==> src/rtl/gbus_wr_sched.sv <==
// Global-bus write scheduler for one head row: turns a command plus a word stream into
// registered per-core gbus writes, in broadcast or round-robin scatter mode.
module gbus_wr_sched #(
    parameter int unsigned VNUM      = 8,
    parameter int unsigned GBUS_DATA = 64,
    parameter int unsigned GBUS_ADDR = 12,
    parameter int unsigned LEN_BIT   = 12
) (
    input  logic                 clk_i,
    input  logic                 rstn_i,
    input  logic                 cmd_valid_i,
    output logic                 cmd_ready_o,
    input  logic                 cmd_mode_i,
    input  logic [VNUM-1:0]      cmd_core_mask_i,
    input  logic [GBUS_ADDR-1:0] cmd_base_addr_i,
    input  logic [LEN_BIT-1:0]   cmd_len_i,
    input  logic                 in_valid_i,
    output logic                 in_ready_o,
    input  logic [GBUS_DATA-1:0] in_data_i,
    output logic [GBUS_ADDR-1:0] gbus_addr_o,
    output logic [VNUM-1:0]      gbus_wen_o,
    output logic [GBUS_DATA-1:0] gbus_wdata_o,
    output logic                 busy_o,
    output logic                 done_o,
    output logic                 cmd_err_o
);

    localparam int unsigned PtrW = (VNUM > 1) ? $clog2(VNUM) : 1;

    typedef enum logic [1:0] {StIdle, StRun, StFin} state_e;

    state_e               state_q;
    logic                 mode_q;
    logic [VNUM-1:0]      mask_q;
    logic [GBUS_ADDR-1:0] addr_q;
    logic [LEN_BIT-1:0]   len_q;
    logic [LEN_BIT-1:0]   cnt_q;
    logic [PtrW-1:0]      ptr_q;

    logic [GBUS_ADDR-1:0] gbus_addr_q;
    logic [VNUM-1:0]      gbus_wen_q;
    logic [GBUS_DATA-1:0] gbus_wdata_q;
    logic                 done_q;
    logic                 cmd_err_q;

    logic [PtrW-1:0]      ptr_hi;
    logic                 ptr_hi_vld;
    logic [PtrW-1:0]      ptr_lo;
    logic [PtrW-1:0]      ptr_start;
    logic [PtrW-1:0]      ptr_d;
    logic [GBUS_ADDR-1:0] addr_d;
    logic [LEN_BIT-1:0]   cnt_d;
    logic                 last_word;
    logic [VNUM-1:0]      wen_word;
    logic                 accept;

    function automatic logic [PtrW-1:0] lowest_set(input logic [VNUM-1:0] m);
        lowest_set = '0;
        for (int i = int'(VNUM) - 1; i >= 0; i--) begin
            if (m[i]) lowest_set = PtrW'(i);
        end
    endfunction

    // Nearest set mask bit strictly above the current pointer, if any.
    always_comb begin
        ptr_hi     = '0;
        ptr_hi_vld = 1'b0;
        for (int i = int'(VNUM) - 1; i >= 0; i--) begin
            if (mask_q[i] && (i > int'(ptr_q))) begin
                ptr_hi     = PtrW'(i);
                ptr_hi_vld = 1'b1;
            end
        end
    end

    always_comb begin
        ptr_lo    = lowest_set(mask_q);
        ptr_start = lowest_set(cmd_core_mask_i);
        accept    = (state_q == StRun) && in_valid_i;
        cnt_d     = cnt_q + LEN_BIT'(1);
        last_word = (cnt_d == len_q);
        wen_word  = mode_q ? (VNUM'(1) << ptr_q) : mask_q;
        ptr_d     = ptr_hi_vld ? ptr_hi : ptr_lo;
        // Scatter only moves to the next address row when the pointer wraps.
        addr_d    = addr_q + GBUS_ADDR'(!mode_q || !ptr_hi_vld);
    end

    always_ff @(posedge clk_i or negedge rstn_i) begin
        if (!rstn_i) begin
            state_q      <= StIdle;
            mode_q       <= 1'b0;
            mask_q       <= '0;
            addr_q       <= '0;
            len_q        <= '0;
            cnt_q        <= '0;
            ptr_q        <= '0;
            gbus_addr_q  <= '0;
            gbus_wen_q   <= '0;
            gbus_wdata_q <= '0;
            done_q       <= 1'b0;
            cmd_err_q    <= 1'b0;
        end else begin
            case (state_q)
                StIdle: begin
                    gbus_wen_q <= '0;
                    done_q     <= 1'b0;
                    cmd_err_q  <= 1'b0;
                    if (cmd_valid_i) begin
                        mode_q <= cmd_mode_i;
                        mask_q <= cmd_core_mask_i;
                        addr_q <= cmd_base_addr_i;
                        len_q  <= cmd_len_i;
                        cnt_q  <= '0;
                        ptr_q  <= ptr_start;
                        if (cmd_len_i == '0 || cmd_core_mask_i == '0) begin
                            state_q   <= StFin;
                            done_q    <= 1'b1;
                            cmd_err_q <= (cmd_core_mask_i == '0);
                        end else begin
                            state_q <= StRun;
                        end
                    end
                end
                StRun: begin
                    if (accept) begin
                        gbus_wen_q   <= wen_word;
                        gbus_addr_q  <= addr_q;
                        gbus_wdata_q <= in_data_i;
                        cnt_q        <= cnt_d;
                        addr_q       <= addr_d;
                        if (mode_q) ptr_q <= ptr_d;
                        if (last_word) begin
                            state_q <= StFin;
                            done_q  <= 1'b1;
                        end
                    end else begin
                        gbus_wen_q <= '0;
                    end
                end
                StFin: begin
                    gbus_wen_q <= '0;
                    done_q     <= 1'b0;
                    cmd_err_q  <= 1'b0;
                    state_q    <= StIdle;
                end
                default: begin
                    gbus_wen_q <= '0;
                    done_q     <= 1'b0;
                    cmd_err_q  <= 1'b0;
                    state_q    <= StIdle;
                end
            endcase
        end
    end

    assign cmd_ready_o  = (state_q == StIdle);
    assign in_ready_o   = (state_q == StRun);
    assign busy_o       = (state_q != StIdle);
    assign gbus_addr_o  = gbus_addr_q;
    assign gbus_wen_o   = gbus_wen_q;
    assign gbus_wdata_o = gbus_wdata_q;
    assign done_o       = done_q;
    assign cmd_err_o    = cmd_err_q;

endmodule

==> config.mk <==
export PLATFORM = sky130hd
export DESIGN_NAME = gbus_wr_sched
export DESIGN_NICKNAME = d
export VERILOG_FILES = /design/src/rtl/gbus_wr_sched.sv
export SDC_FILE = /design/constraint.sdc
export NUM_CORES = 1
export LEC_CHECK = 0
export BUFFER_PORTS_ARGS = -buffer_cell sky130_fd_sc_hd__buf_2
export CORE_UTILIZATION = 52
export DETAILED_ROUTE_END_ITERATION = 7
export GPL_TIMING_DRIVEN = 0
export PLACE_DENSITY = 0.77
export REMOVE_ABC_BUFFERS = 1
export SLEW_MARGIN = 40
export SYNTH_ARGS = -nofsm -noshare
export SYNTH_HDL_FRONTEND = slang
export SYNTH_SLANG_ARGS = --single-unit
==> constraint.sdc <==
create_clock -name clk_i -period 3.45 [get_ports clk_i]
set_input_delay 0.5175 -clock clk_i [delete_from_list [all_inputs] [get_ports clk_i]]
set_output_delay 0.5175 -clock clk_i [all_outputs]
set_load 0.05 [all_outputs]
==> flow_metrics.py <==
metrics = {
    "setup_path": {
        "critical_path.top_delay_family": "simple AND/OR/NAND/NOR gates",
        "reg2reg_from": "ptr_q[2]",
        "end_kind": "flip-flop",
        "max_stage_delay_ps": 680,
        "cp_max_fo": 19,
        "reg2regPathDepth": 9,
        "rr_endpoint": "addr_q[10]",
        "r2r_setup_slack_ps": 500,
        "crit_chain": "a2bb2oi_1 > or4_1 > o21ai_1 > ha_1 > ha_1 > and4_1 > nand3_1 > o22ai_1 > o2bb2a_1",
        "startpoint_type": "flip-flop",
        "slowest_stage": "dfrtp_1",
        "worstSetupPathType": "flip-flop to flip-flop",
        "cp.arrival_ps": 3250,
        "crit_top_cell": "ha_1",
        "path_buf_inv": 0,
        "critical_path_required_ps": 3750,
    },
    "logic_synthesis": {
        "yosys-mux-area-fraction": 0.0410,
        "synth_edf_count": 0,
        "syn_area_mm2": 0.00650,
        "synth_area_leaders": "dfrtp_1 52%, nand2_1 15%, mux2_2 3.6%, a21oi_1 2.2%, clkbuf_1 1.7%",
        "synth_most_common_cell": "nand2_1",
        "ys_ff_latch": 136,
        "avgSynthCellArea_um2": 9.06,
        "synthAdderAreaFrac": 0.00578,
        "yosysUniqueCellTypes": 66,
        "synth_top_cell_area_share": 0.524,
        "synth_common_cells": "265 x nand2_1, 136 x dfrtp_1, 30 x clkbuf_1, 30 x nor2_1, 29 x a21oi_1",
        "async_flop_share": 1.00,
        "synth_ff_type": "dfrtp_1",
        "yosys.area_share.simple": 0.258,
        "ys_seq_area_frac": 0.524,
        "synth-compound-area-share": 0.111,
        "yosysWarnings": 0,
        "syn-instance-count": 717,
        "synth_xor_area_frac": 0.0212,
        "yosys.area.top_type": "dfrtp_1",
        "synth_top_family_by_area": "simple AND/OR/NAND/NOR gates",
    },
    "grt": {
        "grt_overflow": 0,
        "antenna_found_initial": 1,
        "first_global_vias": 5137,
        "grt_max_degree": 61,
        "grt_use_total": 0.254,
        "grt_pass1_wl_mm": 25.6,
    },
    "clocking": {
        "clockRootBuffer": "clkbuf_16",
        "cts_resized": 0,
        "clkLatencyLatePin_ps": 420,
        "cts_tree": "yes",
        "cts_sinks": 136,
        "clockBufferDepth": 2,
        "cts_buffers": 17,
        "clk_pin_slew_worst_paths_ps": 60,
        "htreeDepth": 4,
    },
    "timing": {
        "hold_viol_final": 0,
        "slew_headroom": 0.593,
        "worst_pin_slew_ps": 611,
        "setup_viol": 0,
        "clock_skew_ps": 6.53,
        "whs_ps": 285,
        "min_period_over_period": 0.854,
        "period_needed_ps": 2950,
        "layout_setup_ws_ps": 505,
        "maxSlewViolCount": 0,
        "rsz0062_at_grt": "false",
        "fmax_ghz": 0.340,
    },
    "die": {
        "dieArea_mm2": 0.0129,
        "rows": 40,
        "ios": 190,
        "initial_core_util": 0.537,
        "dieHeight_um": 114,
        "die_w_um": 114,
        "core-area_mm2": 0.0121,
    },
    "detailed_routing": {
        "vias": 5630,
        "wl_per_cell_um": 14.4,
        "drt-initial-drc-count": 356,
        "via_per_inst": 5.25,
        "drc": 0,
        "dr.pass1.iters": 5,
        "wl_mm": 15.4,
        "antenna_violating_nets_post_route": 0,
    },
    "min_path": {
        "hold_depth": 3,
        "min_path_type": "input pin to flip-flop",
        "worstHoldEndpoint": "gbus_wdata_o[31]",
        "worstHoldStart": "in_data_i[31]",
    },
    "placed_design": {
        "gp_congestion": 0.858,
        "port_buffers": 189,
        "hpwl_mm": 10.6,
        "dp_slack_ps": 548,
        "dp.cells": 1040,
    },
    "power": {
        "power.total_mw": 9.22,
        "ir_drop_uv": 558,
        "p_per_area_mw_per_mm2": 1120,
        "power.leakage_nw": 4.17,
    },
    "final_layout": {
        "seqCellArea_mm2": 0.00340,
        "nets": 996,
        "final_cells": 1073,
        "n_fill_cell": 992,
        "area_growth_pct": 26.8,
        "multi_input_area_mm2": 0.00286,
        "drive_above_1_share": 0.300,
    },
    "run": {
        "drv_cap": 0,
    },
    "run_status": {
        "status": "finished clean",
    },
}
report_power, final:
group / internal [mW] / total, mW / switching, mW
clock: 1.19 / 1.86 / 0.669
combinational: 1.31 / 4.49 / 3.18
sequential: 2.28 / 2.86 / 0.580
total: 4.78 / 9.22 / 4.43
final cells by class:
type | count | share of cell area
Timing Repair Buffer | 198 | 0.134
Antenna cell | 1 | 0.000304
Inverter | 11 | 0.00531
Clock buffer | 21 | 0.0571
Tap cell | 168 | 0.0255
Sequential cell | 136 | 0.413
Clock inverter | 10 | 0.0173
Multi-Input combinational cell | 528 | 0.348
timing repair:
item | in CTS | in global routing
hold buffers | 1 | 0
setup buffers | 0 | 0
endpoints found under the hold margin | 23 | 0
sequential cells by signal, summed over array words and instances, names as in the netlist:
| name | flops |
|---|---|
| done_o | 1 |
| addr_q | 12 |
| len_q | 12 |
| ptr_q | 3 |
| gbus_wen_o | 8 |
| state_q | 2 |
| cmd_err_o | 1 |
| gbus_addr_o | 12 |
| mode_q | 1 |
| cnt_q | 12 |
| mask_q | 8 |
| gbus_wdata_o | 64 |
layer usage:
layer | track usage | wire length, um
met2 | 0.406 | 7440
met4 | 0.103 | 274
met5 | 0 | 0
met3 | 0.0638 | 961
met1 | 0.335 | 6740
metrics by stage:
step                TNS, ps   util  cell area (um^2)
floorplan             -3180      -              6290
global placement     -79530  0.615              7440
detailed placement        0  0.629              7610
CTS                       0  0.680              8240
global route              0  0.680              8240
finish                    0  0.680              8240
worst max-delay path by stage:
stage	from	endpoint	slack [ps]	cells past startpoint
after floorplan	cmd_valid_i	cnt_q[8]	-250	4
after global placement	cmd_valid_i	cnt_q[8]	-1790	5
after detailed placement	ptr_q[2]	addr_q[10]	550	9
after CTS	ptr_q[2]	addr_q[11]	520	9
after global routing	ptr_q[2]	addr_q[10]	290	9
final	ptr_q[2]	addr_q[10]	500	9
logic make-up (layout without fill, tap and decap cells):
group	count (synthesis)	after routing
flip-flops	136	136
AND/OR/NAND/NOR	375	375
multiplexers	24	24
other	0	1
XOR/XNOR	14	14
buffers and inverters	53	240
adder cells (fa/ha/maj)	3	3
AO/OA/AOI/OAI	112	112
worst min-delay path, stage by stage:
cell     delay [ps]
buf_2            70
nand2_1          40
nand2_1          40
layout by cell type, fill, tap and decap left out, types with 12 or more instances in the layout:
master | synthesis | routed
clkbuf_16 | 0 | 17
a21oi_1 | 29 | 29
nand3_1 | 12 | 12
buf_2 | 3 | 188
dfrtp_1 | 136 | 136
nor2_1 | 30 | 29
o21ai_0 | 15 | 15
mux2_2 | 21 | 21
o21ai_1 | 19 | 19
nand2_1 | 265 | 264
No activity file was read; power rests on OpenSTA's default activity.
